==> config.mk <==
export PLATFORM = sky130hd
export DESIGN_NAME = stepper_seq
export DESIGN_NICKNAME = d
export VERILOG_FILES = /design/src/rtl/stepper_seq.sv
export SDC_FILE = /design/constraint.sdc
export NUM_CORES = 1
export LEC_CHECK = 0
export BUFFER_PORTS_ARGS = -buffer_cell sky130_fd_sc_hd__buf_4
export CAP_MARGIN = 20
export CORE_MARGIN = 4
export CORE_UTILIZATION = 55
export CTS_CLUSTER_DIAMETER = 200
export CTS_CLUSTER_SIZE = 16
export DETAILED_ROUTE_END_ITERATION = 16
export PLACE_DENSITY = 0.75
export SETUP_SLACK_MARGIN = 0.15
export SYNTH_ARGS = -nofsm -noshare
export SYNTH_HDL_FRONTEND = slang
export SYNTH_SLANG_ARGS = --single-unit
==> constraint.sdc <==
create_clock -name clk -period 6.55 [get_ports clk]
set_clock_uncertainty 0.2 [all_clocks]
set_input_delay 0.655 -clock clk [delete_from_list [all_inputs] [get_ports clk]]
set_output_delay 0.655 -clock clk [all_outputs]
set_load 0.005 [all_outputs]
==> src/rtl/stepper_seq.sv <==
// stepper_seq: segment FIFO plus issue sequencer that feeds stepper_ctrl.
// Segments are popped and launched with a registered one-cycle start pulse;
// each done pulse launches the next queued segment one cycle later.
module stepper_seq #(
    parameter int DEPTH = 16,
    parameter int AW    = 4
) (
    input  logic          clk,
    input  logic          reset,
    input  logic          enable,
    input  logic          abort,
    input  logic          wr_en,
    input  logic [31:0]   wr_time,
    input  logic [31:0]   wr_position,
    input  logic          wr_relative,
    input  logic          clr_flags,
    input  logic          done,
    output logic          start,
    output logic [31:0]   target_time,
    output logic [31:0]   target_position,
    output logic          relative,
    output logic          busy,
    output logic          full,
    output logic          empty,
    output logic [AW:0]   level,
    output logic          overflow,
    output logic          underrun,
    output logic [31:0]   seg_count
);

    typedef enum logic {IDLE, RUN} state_t;

    localparam logic [AW:0] LVL_FULL = (AW+1)'(DEPTH);

    state_t         state_q, state_d;
    logic           start_q, start_d;
    logic [31:0]    tgt_time_q, tgt_time_d;
    logic [31:0]    tgt_pos_q, tgt_pos_d;
    logic           tgt_rel_q, tgt_rel_d;
    logic           overflow_q, overflow_d;
    logic           underrun_q, underrun_d;
    logic [31:0]    seg_count_q, seg_count_d;
    logic [AW-1:0]  wr_ptr_q, wr_ptr_d;
    logic [AW-1:0]  rd_ptr_q, rd_ptr_d;
    logic [AW:0]    level_q, level_d;

    logic [31:0]    mem_time [DEPTH];
    logic [31:0]    mem_pos  [DEPTH];
    logic           mem_rel  [DEPTH];

    logic           push, pop, is_full, is_empty;
    logic [31:0]    head_time, head_pos;
    logic           head_rel;

    assign is_full  = (level_q == LVL_FULL);
    assign is_empty = (level_q == '0);
    assign push     = wr_en && !is_full && !abort;

    // Head of queue; when empty the incoming write is forwarded so an idle
    // sequencer can launch in the cycle right after the write edge.
    always_comb begin
        head_time = mem_time[rd_ptr_q];
        head_pos  = mem_pos[rd_ptr_q];
        head_rel  = mem_rel[rd_ptr_q];
        if (is_empty) begin
            head_time = wr_time;
            head_pos  = wr_position;
            head_rel  = wr_relative;
        end
    end

    // FIFO storage, intentionally not reset.
    always_ff @(posedge clk) begin
        if (push) begin
            mem_time[wr_ptr_q] <= wr_time;
            mem_pos[wr_ptr_q]  <= wr_position;
            mem_rel[wr_ptr_q]  <= wr_relative;
        end
    end

    // Sequencer next-state: issue decisions, counters, sticky flags.
    always_comb begin
        state_d     = state_q;
        start_d     = 1'b0;
        tgt_time_d  = tgt_time_q;
        tgt_pos_d   = tgt_pos_q;
        tgt_rel_d   = tgt_rel_q;
        seg_count_d = seg_count_q;
        pop         = 1'b0;
        overflow_d  = clr_flags ? 1'b0 : overflow_q;
        underrun_d  = clr_flags ? 1'b0 : underrun_q;

        if (abort) begin
            state_d = IDLE;
        end else begin
            if (wr_en && is_full)
                overflow_d = 1'b1;
            case (state_q)
                IDLE: begin
                    // Forwarded write only matters here; RUN needs a stored entry.
                    if (enable && (!is_empty || push)) begin
                        pop        = 1'b1;
                        start_d    = 1'b1;
                        tgt_time_d = head_time;
                        tgt_pos_d  = head_pos;
                        tgt_rel_d  = head_rel;
                        state_d    = RUN;
                    end
                end
                RUN: begin
                    if (done) begin
                        seg_count_d = seg_count_q + 32'd1;
                        if (enable && !is_empty) begin
                            pop        = 1'b1;
                            start_d    = 1'b1;
                            tgt_time_d = head_time;
                            tgt_pos_d  = head_pos;
                            tgt_rel_d  = head_rel;
                        end else begin
                            state_d = IDLE;
                            if (enable)
                                underrun_d = 1'b1;
                        end
                    end
                end
                default: state_d = IDLE;
            endcase
        end
    end

    // FIFO pointer and occupancy update; abort flushes.
    always_comb begin
        wr_ptr_d = wr_ptr_q;
        rd_ptr_d = rd_ptr_q;
        level_d  = level_q;
        if (abort) begin
            wr_ptr_d = '0;
            rd_ptr_d = '0;
            level_d  = '0;
        end else begin
            if (push) wr_ptr_d = wr_ptr_q + AW'(1);
            if (pop)  rd_ptr_d = rd_ptr_q + AW'(1);
            if (push && !pop)
                level_d = level_q + (AW+1)'(1);
            else if (pop && !push)
                level_d = level_q - (AW+1)'(1);
        end
    end

    // State registers.
    always_ff @(posedge clk or negedge reset) begin
        if (!reset) begin
            state_q     <= IDLE;
            start_q     <= 1'b0;
            tgt_time_q  <= '0;
            tgt_pos_q   <= '0;
            tgt_rel_q   <= 1'b0;
            overflow_q  <= 1'b0;
            underrun_q  <= 1'b0;
            seg_count_q <= '0;
            wr_ptr_q    <= '0;
            rd_ptr_q    <= '0;
            level_q     <= '0;
        end else begin
            state_q     <= state_d;
            start_q     <= start_d;
            tgt_time_q  <= tgt_time_d;
            tgt_pos_q   <= tgt_pos_d;
            tgt_rel_q   <= tgt_rel_d;
            overflow_q  <= overflow_d;
            underrun_q  <= underrun_d;
            seg_count_q <= seg_count_d;
            wr_ptr_q    <= wr_ptr_d;
            rd_ptr_q    <= rd_ptr_d;
            level_q     <= level_d;
        end
    end

    assign start           = start_q;
    assign target_time     = tgt_time_q;
    assign target_position = tgt_pos_q;
    assign relative        = tgt_rel_q;
    assign busy            = (state_q == RUN);
    assign full            = is_full;
    assign empty           = is_empty;
    assign level           = level_q;
    assign overflow        = overflow_q;
    assign underrun        = underrun_q;
    assign seg_count       = seg_count_q;

endmodule

==> results.cfg <==
[power]
leakage_nw = 15.4
p_per_area_mw_per_mm2 = 362
ir_drop_mv = 0.339

[logic_synthesis]
syn_area_mm2 = 0.0443
synth-seq-cells = 1154
seq_area_frac_synth = 0.769
synth-main-ff-cell = edfxtp_1
synth_nets = 2365
yosysWarnings = 0
synthArstFlopShare = 0.0988
synth-edff-count = 1040
syn_inst = 2282
syn_area_per_cell_um2 = 19.4
synth_top_area_share = 0.705
yosys.cell_types.count = 51
synth_area_leaders = edfxtp_1, mux4_2, dfrtp_1
yosysTopAreaCell = edfxtp_1

[layout]
fin_util = 0.622
final_common_cell = edfxtp_1
layout.nets = 2535
final_cell_mix = edfxtp_1, mux2i_1, buf_4, a22oi_1, mux4_2
area_delta_synth_final_pct = 11.4
drive_gt1_frac = 0.189
fillers = 5468
fin_area_mm2 = 0.0494

[status]
status = finished, final reports clean

[drt]
wl_met3_mm = 7.74
num_vias = 22800
drc = 0
ant_nets = 0
highest_layer = met5
firstDrtPassIters = 5
wire_per_inst_um = 27.8
via_per_inst = 6.39
dr.first_iter.drc_count = 2585
wl_met1_mm = 39.9
drt-total-wl_mm = 99.3
wl_met2_mm = 49.6

[timing]
fmax_mhz = 259
rsz0062_at_grt = false
setup_viol = 0
period_needed_ns = 3.87
slew_viol_final = 0
post-route-period-util = 0.590
maxSlewHeadroom = 0.189
hold_viol = 0
setup_tns_ns = 0
tightestPinTransition_ns = 1.22

[worst_setup_path]
cp-start-kind = register
cp.required_ns = 6.61
cp-end-kind = register
worstSetupPathType = register to register
crit_fanout = 41
cp.arrival_ns = 3.92

[worst_hold_path]
min_path_type = input port to register

[floorplanning]
fp.dieW_um = 292
dieHeight_um = 292
boundaryPins = 180
design.die.area_mm2 = 0.0852
start_util = 0.558
num_rows = 103
core-area_mm2 = 0.0794

[clock_network]
cts_buffers = 82
clock_latency_ns = 0.64
clkTransAtPathRegs_ns = 0.08
root_buffer = clkbuf_16
clockBufferDepth = 3
cts-hold-fix-buffers = 1
htree_levels = 3
cts_setup_buffers = 0
tritoncts = built
post_cts_resized = 0
clock_sinks = 1154

[grt]
antenna_found_initial = 5
grt_util_all_layers = 0.230
grt_pass1_vias = 23000
grt_max_degree = 125
overflow = 0
grt_pass1_wl_mm = 148

[placement]
gp_congestion = 0.796
port_buffers = 179
place_area_mm2 = 0.0470
hpwl_mm = 52.5

[run]
drv_cap = 0
-- area by class of cell --
type	count	area, µm²	share of cell area
flip-flops and latches	1154	34100	0.690
clock inverters	7	83.8	0.00170
repair buffers	222	1820	0.0369
multi-input cells	982	9730	0.197
diodes	4	10.0	0.000203
inverters	10	37.5	0.000760
well taps	1050	1310	0.0266
clock buffers	143	2300	0.0466
-- Yosys cell counts (4+ instances only) --
cell type  count
nor3_1         9
dfrtp_1      114
nand4_1       10
a21oi_1       10
buf_6          5
nand2b_1       4
xor2_1        15
buf_2         74
edfxtp_1    1040
clkbuf_1      51
xnor2_1       24
nand3_1       14
a22oi_1      195
buf_1          4
a32oi_1       65
mux4_2       130
nor2_1       102
nand2_1       23
inv_1         10
a31oi_1       65
mux2i_1      262
o21ai_0        6
ha_1          10
-- registers in the layout, summed over array words and instances (netlist names) --
signal,count
busy,1
level,5
mem_pos,512
mem_rel,16
mem_time,512
overflow,1
rd_ptr_q,4
relative,1
seg_count,32
start,1
target_position,32
target_time,32
underrun,1
wr_ptr_q,4
-- critical path, stage by stage (launching register included) --
cell     delay (ns)
dfrtp_1        0.50
or4_1          0.39
o21ai_2        0.13
nor2_1         0.29
nand2_1        0.34
nor2_4         0.85
buf_4          0.74
-- worst paths after layout --
path,end,start,slack (ns),cells past startpoint
max in group asynchronous,rd_ptr_q[0],reset,4.24,3
min reg2reg,seg_count[31],seg_count[31],0.28,1
max reg2reg,mem_pos[12][0],level[0],2.68,6
max,mem_pos[12][0],level[0],2.68,6
min,overflow,clr_flags,0.05,2
min in group asynchronous,target_position[24],reset,0.43,2
-- kinds of logic after synthesis --
group                      synth area share
and+or+nand+nor                      0.0199
AOI/OAI and AO/OA                    0.0590
buffers and inverters                0.0155
xor gates and xnor gates            0.00771
adders and majority gates           0.00327
DFF                                   0.769
muxes                                 0.126
-- metal layers --
metal / global-route usage / vias up
met5: 0 / -
met4: 0.0527 / 4
li1: - / 9712
met3: 0.0391 / 143
met1: 0.329 / 12000
met2: 0.380 / 1004
-- metrics by stage --
step	hold WS [ns]	cells	power [mW]	worst slack [ns]
floorplan	0.159	2282	11.6	0.133
global placement	0.264	3410	13.1	2.78
detailed placement	0.272	3416	13.2	2.69
CTS	0.00941	3567	17.9	2.65
global route	0.0362	3569	18.6	2.45
finish	0.0540	3572	17.9	2.68
-- where the power goes --
part	switching (mW)	total (mW)	internal, mW
clock	2.37	4.77	2.41
combinational	2.41	4.33	1.93
sequential	0.397	8.76	8.36
total	5.17	17.9	12.7
No activity file was read; power rests on OpenSTA's default activity.
